**src/rtl/hazard_ctrl.sv**
```systemverilog
// hazard_ctrl: stall/flush/forward control for the five-stage core, plus data-memory wait sequencing.
// Build option: define HAZARD_PERF_CNT_EN to add the StallCnt/FlushCnt performance counters.

module hazard_ctrl #(
    parameter int unsigned MEM_TIMEOUT = 255,
    parameter int unsigned CNT_WIDTH   = 32
) (
    input  logic       clk,
    input  logic       rst_n,
    input  logic [4:0] Rs1B,
    input  logic [4:0] Rs2B,
    input  logic [4:0] Rs1C,
    input  logic [4:0] Rs2C,
    input  logic [4:0] RdC,
    input  logic       RegWriteC,
    input  logic [1:0] ResultSrcC,
    input  logic [4:0] RdD,
    input  logic       RegWriteD,
    input  logic [4:0] RdE,
    input  logic       RegWriteE,
    input  logic       PCSrcC,
    input  logic       MemReqD,
    input  logic       MemReadyD,
    output logic       StallA,
    output logic       StallB,
    output logic       StallC,
    output logic       StallD,
    output logic       FlushB,
    output logic       FlushC,
    output logic       FlushE,
    output logic [1:0] ForwardAC,
    output logic [1:0] ForwardBC,
    output logic       MemTimeoutErr
`ifdef HAZARD_PERF_CNT_EN
    ,
    output logic [CNT_WIDTH-1:0] StallCnt,
    output logic [CNT_WIDTH-1:0] FlushCnt
`endif
);

    localparam logic [7:0] TIMEOUT_LIM = 8'(MEM_TIMEOUT);

    typedef enum logic [0:0] {
        RUN      = 1'b0,
        MEM_WAIT = 1'b1
    } state_t;

    state_t     state_r;
    state_t     stateNext_s;
    logic [7:0] toutCnt_r;
    logic [7:0] toutCntNext_s;
    logic       freeze_s;
    logic       loadUse_s;

    // A load is recognised from ResultSrcC alone, so the execute-stage write enable is not needed.
    logic unusedRegWrite_s;
    assign unusedRegWrite_s = RegWriteC;

    // Memory-stage result wins over writeback; x0 never forwards.
    function automatic logic [1:0] fwdSel(input logic [4:0] rs, input logic wrD, input logic [4:0] rdD,
                                          input logic wrE, input logic [4:0] rdE);
        logic [1:0] sel;
        sel = 2'b00;
        if (wrD && (rdD != 5'd0) && (rdD == rs)) begin
            sel = 2'b10;
        end else if (wrE && (rdE != 5'd0) && (rdE == rs)) begin
            sel = 2'b01;
        end else begin
            sel = 2'b00;
        end
        return sel;
    endfunction

    assign freeze_s  = MemReqD & ~MemReadyD;
    assign loadUse_s = (ResultSrcC == 2'b01) && (RdC != 5'd0) && ((RdC == Rs1B) || (RdC == Rs2B));

    // State register: RUN / MEM_WAIT.
    always_ff @(posedge clk or posedge rst_n) begin
        if (rst_n) begin
            state_r <= RUN;
        end else begin
            state_r <= stateNext_s;
        end
    end

    // Next-state logic for the memory-wait sequencer.
    always_comb begin
        stateNext_s = state_r;
        case (state_r)
            RUN: begin
                if (freeze_s) begin
                    stateNext_s = MEM_WAIT;
                end else begin
                    stateNext_s = RUN;
                end
            end
            MEM_WAIT: begin
                if (MemReadyD) begin
                    stateNext_s = RUN;
                end else begin
                    stateNext_s = MEM_WAIT;
                end
            end
            default: stateNext_s = RUN;
        endcase
    end

    // Stall, flush and forward decode; priority is freeze, then taken branch, then load-use.
    always_comb begin
        StallA    = 1'b0;
        StallB    = 1'b0;
        StallC    = 1'b0;
        StallD    = 1'b0;
        FlushB    = 1'b0;
        FlushC    = 1'b0;
        FlushE    = 1'b0;
        ForwardAC = 2'b00;
        ForwardBC = 2'b00;
        if (rst_n) begin
            ForwardAC = 2'b00;
            ForwardBC = 2'b00;
        end else begin
            ForwardAC = fwdSel(Rs1C, RegWriteD, RdD, RegWriteE, RdE);
            ForwardBC = fwdSel(Rs2C, RegWriteD, RdD, RegWriteE, RdE);
            if (freeze_s) begin
                StallA = 1'b1;
                StallB = 1'b1;
                StallC = 1'b1;
                StallD = 1'b1;
                FlushE = 1'b1;
            end else if (PCSrcC) begin
                FlushB = 1'b1;
                FlushC = 1'b1;
            end else if (loadUse_s) begin
                StallA = 1'b1;
                StallB = 1'b1;
                FlushC = 1'b1;
            end else begin
                StallA = 1'b0;
            end
        end
    end

    // Saturating wait counter; it stops at the limit so the error flag can only be set, never wrap.
    always_comb begin
        toutCntNext_s = toutCnt_r;
        if (toutCnt_r >= TIMEOUT_LIM) begin
            toutCntNext_s = TIMEOUT_LIM;
        end else begin
            toutCntNext_s = toutCnt_r + 8'd1;
        end
    end

    // Timeout counter and sticky error flag.
    always_ff @(posedge clk or posedge rst_n) begin
        if (rst_n) begin
            toutCnt_r     <= 8'd0;
            MemTimeoutErr <= 1'b0;
        end else if (state_r == RUN) begin
            toutCnt_r     <= 8'd0;
            MemTimeoutErr <= MemTimeoutErr;
        end else begin
            toutCnt_r <= toutCntNext_s;
            if (toutCntNext_s == TIMEOUT_LIM) begin
                MemTimeoutErr <= 1'b1;
            end else begin
                MemTimeoutErr <= MemTimeoutErr;
            end
        end
    end

`ifdef HAZARD_PERF_CNT_EN
    // Performance counters: stalled cycles and cycles with any bubble inserted; both wrap.
    always_ff @(posedge clk or posedge rst_n) begin
        if (rst_n) begin
            StallCnt <= '0;
            FlushCnt <= '0;
        end else begin
            if (StallA) begin
                StallCnt <= StallCnt + CNT_WIDTH'(1);
            end else begin
                StallCnt <= StallCnt;
            end
            if (FlushB | FlushC | FlushE) begin
                FlushCnt <= FlushCnt + CNT_WIDTH'(1);
            end else begin
                FlushCnt <= FlushCnt;
            end
        end
    end
`else
    logic [CNT_WIDTH-1:0] unusedCnt_s;
    assign unusedCnt_s = '0;
`endif

endmodule

```
**config.mk**
```make
export PLATFORM = sky130hd
export DESIGN_NAME = hazard_ctrl
export DESIGN_NICKNAME = d
export VERILOG_FILES = /design/src/rtl/hazard_ctrl.sv
export SDC_FILE = /design/constraint.sdc
export NUM_CORES = 1
export LEC_CHECK = 0
export CAP_MARGIN = 20
export CORE_ASPECT_RATIO = 0.9
export CORE_MARGIN = 2
export CORE_UTILIZATION = 55
export CTS_CLUSTER_DIAMETER = 80
export CTS_CLUSTER_SIZE = 20
export DETAILED_ROUTE_END_ITERATION = 12
export DONT_BUFFER_PORTS = 1
export GPL_ROUTABILITY_DRIVEN = 0
export PLACE_DENSITY_LB_ADDON = 0.12
export SYNTH_ARGS = -nofsm -noshare
export SYNTH_HDL_FRONTEND = slang
export SYNTH_SLANG_ARGS = --single-unit
```
**constraint.sdc**
```tcl
create_clock -name clk -period 3.9 [get_ports clk]
set_input_delay 0.39 -clock clk [delete_from_list [all_inputs] [get_ports clk]]
set_output_delay 0.39 -clock clk [all_outputs]
set_load 0.01 [all_outputs]
```
* Word level (Yosys, flattened, before mapping)
Cells that the tools add are included.
Widths: inputs -> output; s select.
** Operators by class
- Muxes and demuxes :: 22
- Equality and inequality tests :: 8
- Reduce and logical (&&, ||, !) cells :: 13
- Add/subtract/negate cells :: 1
- Bitwise operators :: 3
- $lt $le $gt $ge :: 1
** Operator list (number)
- $eq 5x5->1 :: 6
- $mux 8 :: 2
- $mux 1 :: 15
- $reduce_bool 5->1 :: 3
- $add 8x1->8 const B :: 1
- $eq 8x8->1 const B :: 1
- $ge 8x8->1 const B :: 1
- $logic_and 1x1->1 :: 8
- $mux 2 :: 4
- $eq 2x1->1 const B :: 1
- $not 1->1 :: 2
- $pmux 1 s2 :: 1
- $reduce_and 2->1 :: 1
- $and 1x1->1 :: 1
- $logic_or 1x1->1 :: 1
** Word-level totals
- Bits of input ports :: 45
- Logic and storage cells :: 51
- Output and inout port bits :: 12
- Register bits after elaboration :: 10

* Longest topological paths before layout
Gate-level depths: netlist of the first run.
- Depth in word-level cells :: 7
- Depth in mapped cells :: 5
- Mapped depth without buffers :: 5

* Least setup slack after synthesis of the first run
Ideal clock, no wire load.
- Kind :: input to output
- Start :: input port rst_n
- End :: output port ForwardAC[0]
- Data required time :: 3510 ps
- Buffers on the path :: 0
- Setup slack :: 1942 ps
- Arrival :: 1568 ps
- Cell stages on the path :: 4
- Cells stage by stage :: inv_1 -> o211ai_1 -> or4_1 -> nor4_2
** On the way
- Longest elaborated chain between the ends :: 1
** Ends and longest elaborated chain
- start: declaration :: line 9 : input logic rst_n,
- $mux 2 :: line 119 : if (rst_n) begin
- end: declaration :: line 31 : output logic [1:0] ForwardAC,
No other way between the ends.

* Final worst setup path of the first run
- Start :: input port rst_n
- End :: output port ForwardBC[0]
** On the way
- Longest elaborated chain between the ends :: 1
** Ends and longest elaborated chain
- $mux 2 :: line 119
- end: declaration :: line 32 : output logic [1:0] ForwardBC,
No other way between the ends.

==> impl_summary.txt, run 1 <==
----------------------------------------------------
[Logic synthesis]
  Share of synthesized area occupied by flip-flops and latches ... 24.7%
  Top cells by area, synth ... sky130_fd_sc_hd__dfrtp_1 (25%), sky130_fd_sc_hd__xor2_1 (18%), sky130_fd_sc_hd__xnor2_1 (10%)
  Number of nets in the synthesized netlist ... 162
  Number of enable-type register cells in the synthesized netlist ... 0
  Synthesized cell area ... 0.00101 mm²
  Share of flip-flops with an asynchronous set or reset after synthesis ... 100%
  Commonest cells in the synthesized netlist ... sky130_fd_sc_hd__xor2_1 (21), sky130_fd_sc_hd__xnor2_1 (12), sky130_fd_sc_hd__dfrtp_1 (10)
  Flip-flop and latch count after synthesis ... 10
  Area fraction of the dominant cell type after synthesis ... between 20 and 25%
  Post-Synthesis Cells ... 116
  Leading cell type by number of instances after synthesis ... sky130_fd_sc_hd__xor2_1
  Most used flip-flop cell after synthesis ... sky130_fd_sc_hd__dfrtp_1
  Mean instance size in the synthesized netlist ... 8.73 µm²
  Cell taking the most area after synthesis ... sky130_fd_sc_hd__dfrtp_1
  Synth Warn # ... 0
  Unique masters post-synth ... 36

[Clocking]
  Clock insertion delay at the later pin of the skew report ... 0.27 ns
  Number of buffers inserted during clock tree synthesis ... 3
  Clk pin slew, worst setup/hold paths ... 0.07 ns
  Clk buf depth ... 2
  Htree depth ... 1
  CTS Hold Bufs ... 0
  Gates resized, CTS repair ... 0
  Root Buffer Master ... sky130_fd_sc_hd__clkbuf_4
  Post-CTS setup buffer count ... 0
  CTS sink count ... 10
  CTS tree ... yes

[Critical path]
  Worst EP arrival ... 1.73 ns
  Reg2Reg Depth ... 5
  Biggest cell delay along the critical path ... 0.56 ns
  Critical path start-end classification ... input port to primary output
  Path length in cells of the critical path ... 4
  CP Capture Type ... primary output
  Type of origin of the critical path ... input port
  Gate family responsible for the most delay along the worst path ... simple AND/OR/NAND/NOR gates
  Library cell contributing the largest single delay on the critical path ... sky130_fd_sc_hd__or4_1
  Data required time at the worst endpoint ... 3.51 ns
  CP Cell Sequence ... inv_1 > o211ai_1 > or4_1 > nor4_2
  Critical path launch point ... rst_n
  Crit path buf inv count ... 1
  Highest fanout seen on the critical path ... 12
  Startpoint of the most critical register-to-register path ... toutCnt_r[0]

[STA]
  Worst clock skew on the final layout ... 0.00699 ns
  Max_slew headroom ... 63.1%
  Worst hold slack across all endpoints ... -0.00288 ns
  Slew at the pin with the worst max-slew slack ... 0.551 ns
  Setup repair after global routing missed its margin ... false
  Peak clock frequency supported by timing ... 0.472 GHz
  Minimum clock period ... 2.12 ns
  Hold violation count in the final report ... 6
  Slew Limit Fails ... 0
  Aggregate negative setup slack ... 0 ns
  Final worst-path setup slack ... between 1.5 and 2 ns
  Final period utilization ... about 54%
  Count of endpoints failing setup in the final report ... 0

[Die]
  Area of the die ... roughly 0.0022 mm²
  Die width ... 49.2 µm
  Floorplan core area ... 0.00170 mm²
  Initial Util ... 59.6%
  Std cell rows ... 14
  Height of the chip ... around 45 µm
  I/O Pins ... 57

[Run status]
  Violated checks ... hold timing
  Outcome ... complete, but fails checks

[Drt]
  First-pass iteration count of the detailed router ... 4
  Number of routed nets with antenna violations ... 0
  Average vias per placed instance ... 6.19
  Total vias in the final route ... 866
  DRC violation total after the first TritonRoute iteration ... 28
  Average wire per cell in the routed design ... about 16 µm
  Wirelength, routed ... 2220 µm
  Remaining design rule violation count ... 0

[Cells and area]
  Number of nets at the end of the flow ... 163
  Layout Cells excl Fill ... 140
  Post-route cell area ... roughly 0.0011 mm²
  Share of final-layout standard cells stronger than drive strength 1 ... 6.90%
  Antenna fix cells ... 0
  Area delta synth->final ... 3.96%
  Count of fill cells added during filler insertion ... 153

[Job]
  Max-cap violations ... 0

[Power and ir drop]
  Total power per unit cell area ... 242 mW/mm²
  Static leakage ... slightly above 0.0004 µW
  Worst supply voltage drop on vdd ... 218 µV

[Global route]
  GRT Util Overall ... 21.6%
  Final global-route overflow total ... 0
  Global-route wire length before repair ... 3670 µm
  Antenna violations before repair ... 0
  Largest net degree at the start of global routing ... 13
  Vias in the first global route ... 885

[Placed design]
  Post-Place Cell Area ... 0.00102 mm²
  Dpl ws ... 1.72 ns
  Number of buffer cells added on primary ports ... 0
  Number of placed cells counting well taps ... 136
  Post-DP HPWL ... 1850 µm

[Hold path]
  Class of the worst hold path ... input port to async pin

----------------------------------------------------
registers in the layout, indices dropped and copies added, names as in the netlist:
name,cells
toutCnt_r,8
MemTimeoutErr,1
state_r,1
routing by layer:
| metal | GRT usage (%) | vias up | wire [µm] |
|---|---|---|---|
| met5 | 0 | - | 0 |
| met4 | 3.43 | 0 | 0 |
| met3 | 10.6 | 0 | 272 |
| met2 | 37.8 | 48 | 1090 |
| met1 | 24.5 | 396 | 860 |
| li1 | - | 422 | - |
where the power goes:
group          internal [µW]  total [µW]  switching [µW]
logic                   24.9        48.0            23.2
clock network           56.8        95.5            38.7
registers                106         111            4.85
cells in the final DEF (no fill, tap or decap), types with 2 or more instances in the layout:
cell / count
sky130_fd_sc_hd__nand4_1: 2
sky130_fd_sc_hd__clkbuf_4: 3
sky130_fd_sc_hd__or4_1: 5
sky130_fd_sc_hd__nor2_1: 8
sky130_fd_sc_hd__nand4b_1: 2
sky130_fd_sc_hd__nor4_2: 2
sky130_fd_sc_hd__nor3_1: 4
sky130_fd_sc_hd__nand2_1: 4
sky130_fd_sc_hd__o311a_1: 2
sky130_fd_sc_hd__o21bai_1: 3
sky130_fd_sc_hd__and3_1: 2
sky130_fd_sc_hd__nand3_1: 5
sky130_fd_sc_hd__xnor2_1: 12
sky130_fd_sc_hd__nor4_1: 2
sky130_fd_sc_hd__inv_1: 3
sky130_fd_sc_hd__dfrtp_1: 10
sky130_fd_sc_hd__nand2b_1: 2
sky130_fd_sc_hd__o21ai_0: 3
sky130_fd_sc_hd__nand3b_1: 2
sky130_fd_sc_hd__xor2_1: 21
sky130_fd_sc_hd__o21a_1: 4
cells by family (layout without fill, tap and decap cells):
family,Yosys count,in the layout,share of synthesized area [%]
XOR/XNOR,33,33,28.6
buffers and inverters,7,7,3.71
AO/OA/AOI/OAI,22,22,16.4
adder cells (fa/ha/maj),1,1,1.24
AND/OR/NAND/NOR,43,43,25.3
flip-flops,10,10,24.7
layout make-up:
type	count	area, µm²	share of cell area, %
Clock buffer	4	36.3	3.45
Sequential cell	10	250	23.8
Inverter	3	11.3	1.07
Tap cell	24	30.0	2.85
Multi-Input combinational cell	99	724	68.8
path summary, 6_finish.rpt:
| path | to | slack, ns |
|---|---|---|
| setup / recovery | ForwardBC[0] | 1.78 |
| hold / removal | state_r | -0.003 |
| setup reg to reg | MemTimeoutErr | 2.22 |
| hold reg to reg | MemTimeoutErr | 0.54 |
| max in group asynchronous | toutCnt_r[6] | 3.59 |
| min in group clk | state_r | 0.17 |
stage by stage:
step / util (%) / total power [µW]
after global placement: 59.8 / 158
final: 61.9 / 254
after global routing: 61.9 / 267
after detailed placement: 59.8 / 161
after CTS: 61.9 / 256
after floorplan: - / 155
No activity file was read; power rests on OpenSTA's default activity.
==> run 2: changes to the inputs <==
--- a/config.mk
+++ b/config.mk
@@ -5,6 +5,7 @@
 export SDC_FILE = /design/constraint.sdc
 export NUM_CORES = 1
 export LEC_CHECK = 0
+export ABC_AREA = 1
 export CAP_MARGIN = 20
 export CORE_ASPECT_RATIO = 0.9
 export CORE_MARGIN = 2
==> constraint.sdc (replaced) <==
create_clock -name clk -period 2.2 [get_ports clk]
set_input_delay 0.22 -clock clk [delete_from_list [all_inputs] [get_ports clk]]
set_output_delay 0.22 -clock clk [all_outputs]
set_load 0.01 [all_outputs]
==> run 2 against run 1 <==
  * Largest cell class unchanged
  * The flow now finishes without violations
  * Setup slack worse by 1.3 ns
  * Count of clock-buffer cells in the layout is 1 lower
  * Flip-flop and latch count unchanged
  * Critical path depth increased by 3
==> impl_summary.txt, run 2 <==
----------------------------------------------------
[Cells and area]
  Count of fill cells added during filler insertion ... 189
  Biggest regs ... toutCnt_r: 8 flops, MemTimeoutErr: 1 flops, state_r: 1 flops
  Leading cell type in the layout, fill and taps excluded ... sky130_fd_sc_hd__nand2_1
  Footprint of the multi-input gates ... 716 µm²
  Flip-flop count of the largest register after layout ... 8
  Number of nets at the end of the flow ... 220
  Register with the highest flop count ... toutCnt_r
  Top library cells by usage in the layout, fill and taps aside ... sky130_fd_sc_hd__nand2_1 (34), sky130_fd_sc_hd__nor2_1 (32), sky130_fd_sc_hd__inv_1 (24), sky130_fd_sc_hd__xor2_1 (18), sky130_fd_sc_hd__nand3_1 (16)
  Area delta synth->final ... 3.44%
  Antenna fix cells ... 0
  FF/Latch Area ... 250 µm²
  Share of final-layout standard cells stronger than drive strength 1 ... 5.23%

[Logic synthesis]
  Share of synthesized area occupied by flip-flops and latches ... 23.0%
  Leading cell type by number of instances after synthesis ... sky130_fd_sc_hd__nand2_1
  Synthesized cell area ... 0.00109 mm²
  Number of nets in the synthesized netlist ... 217
  Area fraction of the dominant cell type after synthesis ... 23.0%
  Cell taking the most area after synthesis ... sky130_fd_sc_hd__dfrtp_1
  Synth Warn # ... 0
  Share of flip-flops with an asynchronous set or reset after synthesis ... 100%
  Post-Synthesis Cells ... 171
  Flip-flop and latch count after synthesis ... 10
  Most used flip-flop cell after synthesis ... sky130_fd_sc_hd__dfrtp_1
  Top cells by area, synth ... sky130_fd_sc_hd__dfrtp_1 (23%), sky130_fd_sc_hd__xor2_1 (14%), sky130_fd_sc_hd__nand2_1 (12%)
  Commonest cells in the synthesized netlist ... sky130_fd_sc_hd__nand2_1 (34), sky130_fd_sc_hd__nor2_1 (32), sky130_fd_sc_hd__inv_1 (24)
  Unique masters post-synth ... 19
  Mean instance size in the synthesized netlist ... 6.37 µm²
  Number of enable-type register cells in the synthesized netlist ... 0

[Critical path]
  Data required time at the worst endpoint ... 1.98 ns
  Library cell contributing the largest single delay on the critical path ... sky130_fd_sc_hd__dlygate4sd3_1
  CP Cell Sequence ... dlygate4sd3_1 > inv_1 > buf_4 > o21ai_0 > a21oi_1 > nand3_1 > nor2_1
  Critical path start-end classification ... input port to primary output
  Crit path buf inv count ... 3
  Highest fanout seen on the critical path ... 12
  Type of origin of the critical path ... input port
  CP Capture Type ... primary output
  Worst EP arrival ... 1.52 ns
  Gate family responsible for the most delay along the worst path ... buffers and inverters
  Biggest cell delay along the critical path ... 0.53 ns

[Placed design]
  Post-DP HPWL ... 1860 µm
  Number of buffer cells added on primary ports ... 0

[Clocking]
  CTS sink count ... 10
  Post-CTS setup buffer count ... 0
  CTS tree ... yes
  Htree depth ... 1
  Clock insertion delay at the later pin of the skew report ... 0.27 ns
  Root Buffer Master ... sky130_fd_sc_hd__clkbuf_4
  Gates resized, CTS repair ... 0
  Clk buf depth ... 2
  Clk pin slew, worst setup/hold paths ... 0.06 ns
  Number of buffers inserted during clock tree synthesis ... 3

[STA]
  Final period utilization ... 79.1%
  Max_slew headroom ... 76.2%
  Slew Limit Fails ... 0
  Worst hold slack across all endpoints ... 0.00411 ns
  Peak clock frequency supported by timing ... 0.574 GHz
  Slew at the pin with the worst max-slew slack ... around 0.36 ns
  Count of endpoints failing setup in the final report ... 0
  Worst clock skew on the final layout ... 0.00296 ns
  Aggregate negative setup slack ... 0 ns
  Hold violation count in the final report ... 0
  Minimum clock period ... 1.74 ns
  Setup repair after global routing missed its margin ... false

[Global route]
  Vias in the first global route ... 925
  Global-route wire length before repair ... 3540 µm
  Antenna violations before repair ... 0
  GRT Util Overall ... 19.3%
  Largest net degree at the start of global routing ... 13
  Final global-route overflow total ... 0

[Die]
  Initial Util ... 57.5%
  Std cell rows ... 15
  Floorplan core area ... 0.00190 mm²
  I/O Pins ... 57
  Height of the chip ... 46.2 µm
  Die width ... around 51 µm
  Area of the die ... 0.00235 mm²

[Power and ir drop]
  Static leakage ... 0.000593 µW
  Worst supply voltage drop on vdd ... 228 µV
  Total power per unit cell area ... 367 mW/mm²

[Hold path]
  Class of the worst hold path ... input port to flop

[Drt]
  DRC violation total after the first TritonRoute iteration ... 25
  First-pass iteration count of the detailed router ... 4
  Number of routed nets with antenna violations ... 0
  Average wire per cell in the routed design ... about 11 µm
  Wirelength, routed ... between 2000 and 2500 µm
  Average vias per placed instance ... 5.06
  Total vias in the final route ... 997
  Remaining design rule violation count ... 0

[Run status]
  Outcome ... completed

[Job]
  Max-cap violations ... 0

----------------------------------------------------
## run 2: cell types whose count changed after synthesis, sizes merged, moves of 3 or more
cell	delta
nor4	-4
a21oi	+7
nor2	+27
nand3	+12
or4	-5
o21bai	-3
inv	+21
o21a	-4
nand2	+31
xor2	-3
## run 2: final timing paths
kind                                 endpoint  slack (ns)          from  cells past startpoint
worst max-delay path             ForwardAC[0]        0.46         rst_n                      7
worst min-delay path                  state_r       0.004     MemReadyD                      1
worst max register to register  MemTimeoutErr        0.55  toutCnt_r[0]                      9
worst min register to register   toutCnt_r[3]        0.53       state_r                      2
max in group asynchronous        toutCnt_r[7]        1.67         rst_n                      3
min in group asynchronous        toutCnt_r[0]        0.37         rst_n                      3
## run 2: per-layer routing
layer	vias to the layer above	share of wire [%]	track usage [%]
met1	434	43	24.9
met4	0	1.3	6.49
met5	-	0	0
met2	34	50	34.5
met3	2	5.1	1.30
li1	527	-	-
## run 2: kinds of logic after synthesis
group / share of synthesized area, %
buffers and inverters: 11.4
xor gates and xnor gates: 23.3
and+or+nand+nor: 36.1
adders and majority gates: 1.15
DFF: 23.0
AOI/OAI and AO/OA: 5.17
## run 2: power by group
group,internal [µW],switching [µW],total [µW]
sequential,188,4.00,192
combinational,46.9,49.8,96.7
clock,63.3,61.9,125
total,298,116,414
## run 2: worst register-to-register path: stages, from the launching register on
cell                      delay (ns)
sky130_fd_sc_hd__dfrtp_1        0.42
sky130_fd_sc_hd__ha_1           0.28
sky130_fd_sc_hd__nand2_2        0.10
sky130_fd_sc_hd__nor2_2         0.03
sky130_fd_sc_hd__nand2_1        0.28
sky130_fd_sc_hd__nand2_1        0.10
sky130_fd_sc_hd__nor2_1         0.14
sky130_fd_sc_hd__nor2_1         0.07
sky130_fd_sc_hd__nand3_1        0.06
sky130_fd_sc_hd__nand2_1        0.05
## run 2: what timing repair did
action,4_1_cts,5_1_grt
hold buffers,1,0
endpoints found under the setup margin,0,0
endpoints found under the hold margin,10,0
## run 2: per-stage QoR
stage	instances	worst slack [ns]	util, %	cell area (µm²)	power (µW)
after floorplan	171	0.814	-	1090	279
after global placement	193	0.625	57.8	1090	289
after detailed placement	193	0.572	57.8	1090	291
after CTS	197	0.448	59.5	1130	416
after global routing	197	0.355	59.5	1130	438
final	197	0.459	59.5	1130	414
## run 2: final cells by class
class	instances	area share, %
Multi-Input combinational cell	133	63.5
Sequential cell	10	22.2
Inverter	24	7.99
Tap cell	25	2.77
Clock buffer	3	2.00
Timing Repair Buffer	2	1.55
==> run 3: changes to the inputs <==
--- a/config.mk
+++ b/config.mk
@@ -5,7 +5,7 @@
 export SDC_FILE = /design/constraint.sdc
 export NUM_CORES = 1
 export LEC_CHECK = 0
-export ABC_AREA = 1
+export ABC_AREA = 0
 export CAP_MARGIN = 20
 export CORE_ASPECT_RATIO = 0.9
 export CORE_MARGIN = 2
==> constraint.sdc (replaced) <==
create_clock -name clk -period 1.5 [get_ports clk]
set_input_delay 0.15 -clock clk [delete_from_list [all_inputs] [get_ports clk]]
set_output_delay 0.15 -clock clk [all_outputs]
set_load 0.01 [all_outputs]
==> run 3 against run 2 <==
  * Die area down 6.5%
  * Critical path depth fell by 3
  * Utilization rose by 9.6 points
  * Global-route usage up 4.1 points
  * Critical endpoint is now ForwardBC[0]
  * Highest routed layer unchanged
==> impl_summary.txt, run 3 (same netlist as run 1, synthesis figures left out) <==
----------------------------------------------------
[Cells and area]
  Top library cells by usage in the layout, fill and taps aside ... sky130_fd_sc_hd__xor2_1 (21), sky130_fd_sc_hd__xnor2_1 (12), sky130_fd_sc_hd__dfrtp_1 (10), sky130_fd_sc_hd__buf_4 (10), sky130_fd_sc_hd__nor2_1 (8)
  FF/Latch Area ... roughly 250 µm²
  Number of nets at the end of the flow ... 175
  Register with the highest flop count ... toutCnt_r
  Count of fill cells added during filler insertion ... 142
  Leading cell type in the layout, fill and taps excluded ... sky130_fd_sc_hd__xor2_1
  Area delta synth->final ... 15.9%
  Antenna fix cells ... 0
  Biggest regs ... toutCnt_r: 8 flops, MemTimeoutErr: 1 flops, state_r: 1 flops
  Flip-flop count of the largest register after layout ... 8
  Share of final-layout standard cells stronger than drive strength 1 ... 17.2%
  Footprint of the multi-input gates ... approximately 750 µm²

[STA]
  Worst clock skew on the final layout ... between 0.002 and 0.003 ns
  Slew at the pin with the worst max-slew slack ... approximately 0.55 ns
  Slew Limit Fails ... 0
  Aggregate negative setup slack ... 0 ns
  Minimum clock period ... 1.45 ns
  Hold violation count in the final report ... 0
  Peak clock frequency supported by timing ... 0.690 GHz
  Final period utilization ... 96.6%
  Setup repair after global routing missed its margin ... false
  Max_slew headroom ... 63.1%
  Count of endpoints failing setup in the final report ... 0
  Final worst-path setup slack ... 0.0507 ns

[Drt]
  Wirelength, routed ... 2530 µm
  First-pass iteration count of the detailed router ... 4
  Remaining design rule violation count ... 0
  Number of routed nets with antenna violations ... 0
  DRC violation total after the first TritonRoute iteration ... 17
  Average vias per placed instance ... roughly 6
  Average wire per cell in the routed design ... 16.6 µm
  Total vias in the final route ... 916

[Critical path]
  Highest fanout seen on the critical path ... 3
  CP Cell Sequence ... or4_4 > o21ai_2 > nor3_2 > nor4_4
  Data required time at the worst endpoint ... 1.35 ns
  Critical path start-end classification ... input port to primary output
  Library cell contributing the largest single delay on the critical path ... sky130_fd_sc_hd__or4_4
  Worst EP arrival ... between 1 and 1.5 ns
  Type of origin of the critical path ... input port
  Reg2Reg Depth ... 5
  Biggest cell delay along the critical path ... 0.51 ns
  CP Capture Type ... primary output

[Placed design]
  Post-DP HPWL ... 2070 µm
  Number of buffer cells added on primary ports ... 0
  Dpl ws ... -0.0511 ns

[Die]
  I/O Pins ... 57
  Area of the die ... 0.00220 mm²
  Floorplan core area ... about 0.0017 mm²
  Height of the chip ... between 40 and 50 µm
  Std cell rows ... 14
  Die width ... 49.2 µm
  Initial Util ... 59.6%

[Global route]
  GRT Util Overall ... 23.4%
  Vias in the first global route ... 968
  Antenna violations before repair ... 0
  Global-route wire length before repair ... ~4000 µm
  Largest net degree at the start of global routing ... 11
  Final global-route overflow total ... 0

[Power and ir drop]
  Total power per unit cell area ... about 600 mW/mm²
  Static leakage ... about 0.00047 µW
  Worst supply voltage drop on vdd ... 605 µV
  Total power ... 686 µW

[Run status]
  Outcome ... completed

[Hold path]
  Worst hold stages ... 2
  Class of the worst hold path ... input port to flop

[Clocking]
  Htree depth ... 1
  Clk pin slew, worst setup/hold paths ... 0.07 ns
  Clk buf depth ... 2
  Clock insertion delay at the later pin of the skew report ... 0.27 ns
  Root Buffer Master ... sky130_fd_sc_hd__clkbuf_4
  CTS sink count ... 10
  Number of buffers inserted during clock tree synthesis ... 3
  CTS tree ... yes

[Job]
  Max-cap violations ... 0

----------------------------------------------------
==> run 3: cell types whose count changed in the layout (fill, tap and decap cells not counted), moves of 4 or more <==
cell                      change
sky130_fd_sc_hd__buf_4        +9
sky130_fd_sc_hd__o21a_1       +4
sky130_fd_sc_hd__nand2_1     -30
sky130_fd_sc_hd__inv_1       -21
sky130_fd_sc_hd__a21oi_1      -7
sky130_fd_sc_hd__nor2_1      -24
sky130_fd_sc_hd__nand3_1     -11
==> run 3: report_power, final <==
part	leakage, µW	internal, µW	switching, µW
Combinational	0.000308	83.1	78.0
Clock	0.0000210	148	93.4
Sequential	0.000137	276	8.19
Total	0.000466	506	180
==> run 3: timing repair <==
action                                  in CTS  in global routing
resized for setup                            2                  3
endpoints found under the hold margin       11                  0
buffers inserted                             0                  2
cloned                                       0                  0
pin swaps                                    4                  6
endpoints found under the setup margin       2                  2
hold buffers                                 2                  0
==> run 3: path summary, 6_finish.rpt <==
| path | start | slack [ns] | to |
|---|---|---|---|
| hold / removal | MemReqD | 0.01 | state_r |
| max in group asynchronous | rst_n | 0.74 | toutCnt_r[7] |
| setup reg to reg | toutCnt_r[1] | 0.06 | MemTimeoutErr |
| min in group asynchronous | rst_n | 0.45 | toutCnt_r[3] |
| setup / recovery | RdD[1] | 0.05 | ForwardBC[0] |
| hold reg to reg | MemTimeoutErr | 0.53 | MemTimeoutErr |
==> run 3: layer usage <==
layer | track usage [%] | vias up | wire [µm]
met5 | 0 | - | 0
met1 | 26.1 | 427 | 1040
met2 | 45.7 | 40 | 1290
li1 | - | 447 | -
met4 | 1.71 | 0 | 8
met3 | 7.62 | 2 | 189
==> run 3: critical path, delay by kind of cell <==
family	cells	cell delay, ns
compound gates	1	0.19
simple gates	3	0.95
==> run 3: metrics by stage <==
step                cell area, µm²  instances  utilization [%]  hold WS (ns)
finish                        1170        152             69.1        0.0114
global route                  1170        152             69.1        0.0158
CTS                           1140        150             67.4       0.00532
detailed placement            1080        144             63.3        0.0775
global placement              1080        144             63.3        0.0710
floorplan                     1010        116                -       0.00341
==> run 3: layout make-up <==
class,count,share of cell area [%]
multi-input cells,99,64.0
flip-flops and latches,10,21.3
repair buffers,12,8.10
clock buffers,4,3.09
well taps,24,2.56
inverters,3,0.959
